**src/rtl/alu_seq_param.sv**
```systemverilog
// Registered, parametrised ALU with an iterative shift-add multiplier, status
// flags and valid/ready handshakes on both the request and the result side.
module alu_seq_param #(
    parameter int WIDTH  = 64,
    parameter int MUL_EN = 1,
    parameter int SHW    = $clog2(WIDTH)
) (
    input  logic             clk,
    input  logic             rst_n,
    input  logic             flush,
    input  logic             in_valid,
    output logic             in_ready,
    input  logic [3:0]       op,
    input  logic [WIDTH-1:0] a,
    input  logic [WIDTH-1:0] b,
    output logic             out_valid,
    input  logic             out_ready,
    output logic [WIDTH-1:0] result,
    output logic             flag_zero,
    output logic             flag_carry,
    output logic             flag_overflow,
    output logic             flag_illegal,
    output logic             busy
);

    typedef enum logic [3:0] {
        OP_ADD  = 4'd0,
        OP_SUB  = 4'd1,
        OP_AND  = 4'd2,
        OP_OR   = 4'd3,
        OP_XOR  = 4'd4,
        OP_SLL  = 4'd5,
        OP_SRL  = 4'd6,
        OP_SRA  = 4'd7,
        OP_SLT  = 4'd8,
        OP_SLTU = 4'd9,
        OP_MUL  = 4'd10
    } op_e;

    typedef enum logic {
        S_IDLE,
        S_MUL
    } state_e;

    state_e state_q, state_d;

    logic             accept;
    logic             is_sub;
    logic             is_mul;
    logic [WIDTH-1:0] b_eff;
    logic [WIDTH:0]   sum;
    logic [SHW-1:0]   shamt;
    logic [WIDTH-1:0] alu_res;
    logic             alu_carry;
    logic             alu_ovf;
    logic             alu_ill;

    logic             mul_last;
    logic [WIDTH-1:0] mul_lo;
    logic             mul_hi_nz;

    assign in_ready = rst_n && (state_q == S_IDLE) && !flush && (!out_valid || out_ready);
    assign accept   = in_valid && in_ready;
    assign busy     = (state_q == S_MUL);

    assign is_sub = (op == OP_SUB);
    assign is_mul = (MUL_EN != 0) && (op == OP_MUL);
    assign b_eff  = is_sub ? ~b : b;
    assign sum    = {1'b0, a} + {1'b0, b_eff} + {{WIDTH{1'b0}}, is_sub};
    assign shamt  = b[SHW-1:0];

    // NOTE: every signal written in always_comb gets a default first so no path
    // leaves it unassigned, which would infer a latch.
    always_comb begin
        alu_res   = '0;
        alu_carry = 1'b0;
        alu_ovf   = 1'b0;
        alu_ill   = 1'b0;
        case (op)
            OP_ADD, OP_SUB: begin
                alu_res   = sum[WIDTH-1:0];
                alu_carry = sum[WIDTH];
                alu_ovf   = (a[WIDTH-1] == b_eff[WIDTH-1]) && (sum[WIDTH-1] != a[WIDTH-1]);
            end
            OP_AND:  alu_res = a & b;
            OP_OR:   alu_res = a | b;
            OP_XOR:  alu_res = a ^ b;
            OP_SLL:  alu_res = a << shamt;
            OP_SRL:  alu_res = a >> shamt;
            OP_SRA:  alu_res = $unsigned($signed(a) >>> shamt);
            OP_SLT:  alu_res = {{(WIDTH-1){1'b0}}, $signed(a) < $signed(b)};
            OP_SLTU: alu_res = {{(WIDTH-1){1'b0}}, a < b};
            OP_MUL: begin
                if (MUL_EN == 0) alu_ill = 1'b1;
            end
            default: alu_ill = 1'b1;
        endcase
    end

    always_comb begin
        state_d = state_q;
        case (state_q)
            S_IDLE:  if (accept && is_mul) state_d = S_MUL;
            S_MUL:   if (mul_last) state_d = S_IDLE;
            default: state_d = S_IDLE;
        endcase
        if (flush) state_d = S_IDLE;
    end

    // NOTE: sequential state is updated only with non-blocking assignments so
    // every register samples pre-edge values regardless of evaluation order.
    always_ff @(posedge clk or negedge rst_n) begin
        if (!rst_n) state_q <= S_IDLE;
        else        state_q <= state_d;
    end

    generate
        if (MUL_EN != 0) begin : g_mul
            logic [2*WIDTH-1:0] mcand;
            logic [2*WIDTH-1:0] acc;
            logic [2*WIDTH-1:0] acc_next;
            logic [WIDTH-1:0]   mplier;
            logic [SHW-1:0]     count;

            // One multiplier bit per cycle, LSB first; the multiplicand walks left.
            assign acc_next  = mplier[0] ? acc + mcand : acc;
            assign mul_last  = (state_q == S_MUL) && (count == SHW'(WIDTH - 1));
            assign mul_lo    = acc_next[WIDTH-1:0];
            assign mul_hi_nz = |acc_next[2*WIDTH-1:WIDTH];

            always_ff @(posedge clk or negedge rst_n) begin
                if (!rst_n) begin
                    mcand  <= '0;
                    acc    <= '0;
                    mplier <= '0;
                    count  <= '0;
                end else if (accept && is_mul) begin
                    mcand  <= {{WIDTH{1'b0}}, a};
                    acc    <= '0;
                    mplier <= b;
                    count  <= '0;
                end else if (state_q == S_MUL) begin
                    acc    <= acc_next;
                    mcand  <= mcand << 1;
                    mplier <= mplier >> 1;
                    count  <= count + SHW'(1);
                end
            end
        end else begin : g_no_mul
            assign mul_last  = 1'b0;
            assign mul_lo    = '0;
            assign mul_hi_nz = 1'b0;
        end
    endgenerate

    always_ff @(posedge clk or negedge rst_n) begin
        if (!rst_n) begin
            out_valid     <= 1'b0;
            result        <= '0;
            flag_zero     <= 1'b0;
            flag_carry    <= 1'b0;
            flag_overflow <= 1'b0;
            flag_illegal  <= 1'b0;
        end else if (flush) begin
            // The result register deliberately keeps its last value.
            out_valid     <= 1'b0;
            flag_zero     <= 1'b0;
            flag_carry    <= 1'b0;
            flag_overflow <= 1'b0;
            flag_illegal  <= 1'b0;
        end else if (accept && !is_mul) begin
            out_valid     <= 1'b1;
            result        <= alu_res;
            flag_zero     <= (alu_res == '0);
            flag_carry    <= alu_carry;
            flag_overflow <= alu_ovf;
            flag_illegal  <= alu_ill;
        end else if (mul_last) begin
            out_valid     <= 1'b1;
            result        <= mul_lo;
            flag_zero     <= (mul_lo == '0);
            flag_carry    <= mul_hi_nz;
            flag_overflow <= 1'b0;
            flag_illegal  <= 1'b0;
        end else if (out_ready) begin
            out_valid     <= 1'b0;
        end
    end

endmodule

```
**config.mk**
```make
export PLATFORM = sky130hd
export DESIGN_NAME = alu_seq_param
export DESIGN_NICKNAME = d
export VERILOG_FILES = /design/src/rtl/alu_seq_param.sv
export SDC_FILE = /design/constraint.sdc
export NUM_CORES = 2
export LEC_CHECK = 0
export CORE_ASPECT_RATIO = 1.4
export CORE_MARGIN = 2
export CORE_UTILIZATION = 63
export CTS_CLUSTER_DIAMETER = 100
export CTS_CLUSTER_SIZE = 24
export DETAILED_ROUTE_END_ITERATION = 6
export GPL_TIMING_DRIVEN = 1
export HOLD_SLACK_MARGIN = 0.08
export PLACE_DENSITY = 0.93
export SYNTH_ARGS = -nofsm -noshare
export SYNTH_HDL_FRONTEND = slang
export SYNTH_SLANG_ARGS = --single-unit
export TNS_END_PERCENT = 30
```
**constraint.sdc**
```tcl
create_clock -name clk -period 6.2 [get_ports clk]
set_clock_uncertainty 0.15 [all_clocks]
set_input_delay 1.24 -clock clk [delete_from_list [all_inputs] [get_ports clk]]
set_output_delay 1.24 -clock clk [all_outputs]
set_load 0.01 [all_outputs]
```
==> results of run 1 <==
Yosys cell counts (all sizes together) (44+ instances only):
cell type / n / area, um^2
a21o: 86 / 646
o21ai: 451 / 2260
o21bai: 55 / 413
nor4: 53 / 344
buf: 102 / 493
xnor2: 149 / 1310
dfrtp: 396 / 9910
o21a: 44 / 330
mux4: 154 / 3470
nand4: 123 / 785
inv: 224 / 841
clkbuf: 325 / 1220
nand3: 125 / 626
a22oi: 169 / 1270
a211oi: 62 / 470
a21oi: 445 / 2230
mux2i: 159 / 1590
mux2: 92 / 1040
o211ai: 61 / 458
ha: 384 / 4800
nor2: 490 / 1840
nor3: 98 / 490
o22ai: 44 / 275
o221ai: 44 / 385
xor2: 52 / 455
nand2: 924 / 3470
a31oi: 44 / 275
a221oi: 47 / 412
kinds of logic after synthesis:
logic type,synth area share [%]
multiplexers,13.2
buffers and inverters,5.55
XOR/XNOR,3.82
AO/OA/AOI/OAI,25.5
adder cells (fa/ha/maj),10.5
AND/OR/NAND/NOR,20.0
flip-flops,21.5
routing by layer:
metal  GRT usage [%]  GRT overflow
met5            36.1             5
met4            69.2           326
met3            58.4            42
met2            85.1           536
met1            67.8            31
through the flow:
step	hold slack (ns)	util (%)	instance area [um^2]
after CTS	0.334	73.5	53400
after detailed placement	0.314	72.4	52600
after global placement	0.309	72.4	52600
after floorplan	0.297	-	46200
timing repair:
action                     in CTS
gates cloned                    0
setup buffers                   0
pin swaps                       1
gates resized for setup         8
hold endpoints to repair        0
setup endpoints to repair       1
==> metrics, run 1 <==
status=did not finish; stage reached=global routing (5_1_grt); run-stopping error=[ERROR GRT-0116] Global routing finished with congestion. Check the congestion regions in the DRC Viewer.; cell count after synthesis=between 5k and 6k; Die W=approximately 230 um; largest net degree at the start of global routing=203; first-pass GRT wire length=399,000 um; I/O pin cnt=between 200 and 250; EDFF count, synth=0; Distinct cells, synth=96; Num CTS Buffers=24; global route overflow=940; H-Tree Depth=1; std cell rows=117; Seq/Total Area, Yosys=a little over a fifth; Post-DP HPWL=approximately 160,000 um; syn nets=between 6k and 7k; gpl congestion=between 1.5 and 2; vias in the first global route=about 61k; Yosys warnings=0; Main synth FF type=dfrtp_1; effective utilization at floorplan=63.5%; Post-CTS Hold Fix Bufs=0; async set-reset flop share out of synthesis=100%; Die Y=roughly 320 um; DP Cell Count=7,227; Total GRT Usage=70.0%; Synth Register Bits=396; # port buffers=between 200 and 250; Root Driver=clkbuf_16; Num Clock Sinks=around 400; worst-case clock buffer depth=3; Post-Syn Area=0.0461 mm^2; Placement Setup Slack=-0.744 ns; Syn Area/Cell=roughly 7.8 um^2
==> run 2: changes to the inputs <==
CORE_ASPECT_RATIO = not set   (was 1.4)
CORE_UTILIZATION = 40   (was 63)
CTS_CLUSTER_DIAMETER = not set   (was 100)
CTS_CLUSTER_SIZE = not set   (was 24)
HOLD_SLACK_MARGIN = not set   (was 0.08)
PLACE_DENSITY = not set   (was 0.93)
PLACE_DENSITY_LB_ADDON = 0.15   (was not set)
==> run 2 against run 1 <==
  * The flow now finishes without violations
  * Synthesized area is the same
  * Synthesized cell count is the same
==> metrics, run 2 <==
status=complete, no violations; Via Count=around 55k; Leak Pwr=around 0.028 uW; power per cell area=295 mW/mm^2; effective utilization at floorplan=40.3%; critical path launch point type=input port; Hold Path Class=in -> async; reg2reg path depth=15; Slowest cell on crit path=clkdlybuf4s50_1; peak supply drop=between 0.0002 and 0.0003 V; Setup crit end kind=register; Seq/Total Area, Yosys=a little over a fifth; gpl congestion=roughly 1.1; Top Registers=g_mul.acc (128), g_mul.mcand (128); EDFF count, synth=0; final-report hold violation count=0; Distinct cells, synth=96; Num CTS Buffers=47; Die Y=~340 um; Final period util=98.7%; Setup Viol. Count Final=0; Yosys top cell area share=about 21%; met1 Track Usage GR=approximately 55%; Yosys warnings=0; WL/cell=about 32 um; ANT nets after route=0; Critical R2R Launch=g_mul.mcand[14]; CP required=around 6.6 ns; Most common cell on crit path=buf_4; Die W=approximately 340 um; R2R Path End=flag_carry; Max Cap Viol=0; Synth area leaders=dfrtp_1 21%, ha_1 10%, mux4_2 7.5%; worst-margin pin slew=approximately 1.3 ns; first-pass GRT wire length=approximately 380,000 um; worst-case clock buffer depth=3; Total GRT Usage=roughly 45%; share of layout cells above drive strength 1=25.5%; H-Tree Depth=2; critical path depth in cells=22; RSZ-0062 raised after global routing=false; setup_tns=0 ns; Clock power frac=17.1%; Worst slew margin=12.5%; syn nets=6,424; Post-DP HPWL=between 200,000 and 250,000 um; Num Clock Sinks=slightly below 400; CP top delay family=compound AO/OA/AOI/OAI gates; crit-path cells=clkdlybuf4s50_1, buf_4, inv_1, ha_1, nor2b_1, o21bai_1, a21oi_1, o21bai_1, a21oi_1, o31ai_1, a21oi_1, buf_4, o21ai_0, a2111oi_1, buf_4, o21ai_0, xnor2_1, buf_4, a221oi_2, buf_4, nand4_1, o31ai_1; CTS tree=done; Final Core Density=a little over half; Synth Register Bits=between 300 and 400; DR DRC count=0; Placement Setup Slack=-1.19 ns; Post-CTS Hold Fix Bufs=0; crit-path max cell delay=approximately 0.77 ns; vias in the first global route=around 53k; Final nets=7,591; vias per cell=approximately 6.4; initial antenna violation count=33; I/O pin cnt=between 200 and 250; Post-Syn Area=0.0461 mm^2; Top Usage Layer GRT=met2; cell count after synthesis=between 5k and 6k; Gate power share=about 62%; total routed wirelength=around 270,000 um; area delta synth->final=33.0%; async set-reset flop share out of synthesis=100%; Die ar.=about 0.12 mm^2; CP arrival=6.55 ns; most frequent cells in the layout=1,289 x buf_4, 923 x nand2_1, 485 x nor2_1; CORE AREA=~0.11 mm^2; commonest cells in the netlist=924 x nand2_1, 490 x nor2_1, 445 x a21oi_1; Root Driver=clkbuf_16; Reg clk slew, reported paths=~0.06 ns; std cell rows=between 100 and 150; Main synth FF type=dfrtp_1; area leader, netlist=dfrtp_1; Setup WS post-layout=slightly above 0.08 ns; internal power=roughly 9400 uW; global route overflow=0; Syn Area/Cell=roughly 7.8 um^2; highest net fanout along the worst path=4; M3 GR Usage=10.5%; fmax=between 150 and 200 MHz; register share of total power=about a fifth; post-layout min period=just over 6 ns; met2 GRT Util=between 60% and 70%; Switching Share=48.2%; Clock Latency Late Sink=0.71 ns; # port buffers=roughly 210; most common cell in the synthesized netlist=nand2_1; Tot Pwr=18,100 uW; NetSw=about 8700 uW; Critical Path Start=a[9]; initial drt markers=around 6.4k; Crit path buffers/inverters=7; final max-slew violation count=0; WHS=between 0.2 and 0.3 ns; largest net degree at the start of global routing=~160; Setup CP Type=in -> reg; commonest non-fill, non-tap cell in the layout=buf_4; R2R Setup Slk=approximately 0.13 ns; DR pass1 iterations=6; crit path capture=flag_zero
-- run 2: cell counts after synthesis --
No cell type changed its count.
-- run 2: power by group through the flow --
stage                     Clock [uW]  Combinational [uW]  Sequential, uW
final                           3100               11200            3840
after global routing            3240               11800            3900
after CTS                       3120               10700            3820
after detailed placement           0               10600            3860
after global placement             0               10500            3840
after floorplan                    0                6000            3650
-- run 2: metal layers --
layer  up-vias  part of all wire, %
li1      24200                    -
met3       773                  9.8
met1     27000                   38
met2      2994                   44
met5         -                0.065
met4        30                  8.4
-- run 2: cell type report --
| cell class | instances | area [um^2] |
|---|---|---|
| clock buffers | 55 | 1250 |
| well taps | 1512 | 1890 |
| repair buffers | 1545 | 12800 |
| multi-input cells | 4852 | 34200 |
| flip-flops and latches | 396 | 9920 |
| diodes | 10 | 25.0 |
| clock inverters | 29 | 422 |
| inverters | 226 | 856 |
| fillers | 11100 | 53000 |
-- run 2: how the worst min path moves through the flow --
stage | slack, ns | end
6_report | 0.26 | g_mul.count[0]
4_1_cts | 0.26 | g_mul.mcand[106]
5_1_grt | 0.26 | g_mul.mcand[109]
2_1_floorplan | 0.30 | g_mul.mplier[10]
3_5_place_dp | 0.31 | g_mul.mplier[18]
3_3_place_gp | 0.31 | g_mul.mplier[54]
-- run 2: repair_timing --
action,CTS,global route
endpoints found under the setup margin,6,6
pin swaps,10,45
gates cloned,0,4
gates resized for setup,39,78
buffers inserted,5,15
-- run 2: cells by family (layout without fill, tap and decap cells) --
family / Yosys count / in the layout / share of synthesized area (%)
mux: 405 / 405 / 13.2
flops: 396 / 396 / 21.5
xor+xnor: 201 / 201 / 3.82
simple gates: 2050 / 2050 / 20.0
other cells: 0 / 10 / 0
compound gates: 1810 / 1810 / 25.5
fa+ha+maj: 386 / 386 / 10.5
buf+inv: 653 / 1855 / 5.55
-- run 2: metrics by stage --
stage          area (um^2)  cells
3_3_place_gp         58900   8506
6_report             61400   8625
2_1_floorplan        46200   5901
4_1_cts              60800   8595
3_5_place_dp         58900   8506
5_1_grt              61300   8617
No activity file was read; power rests on OpenSTA's default activity.
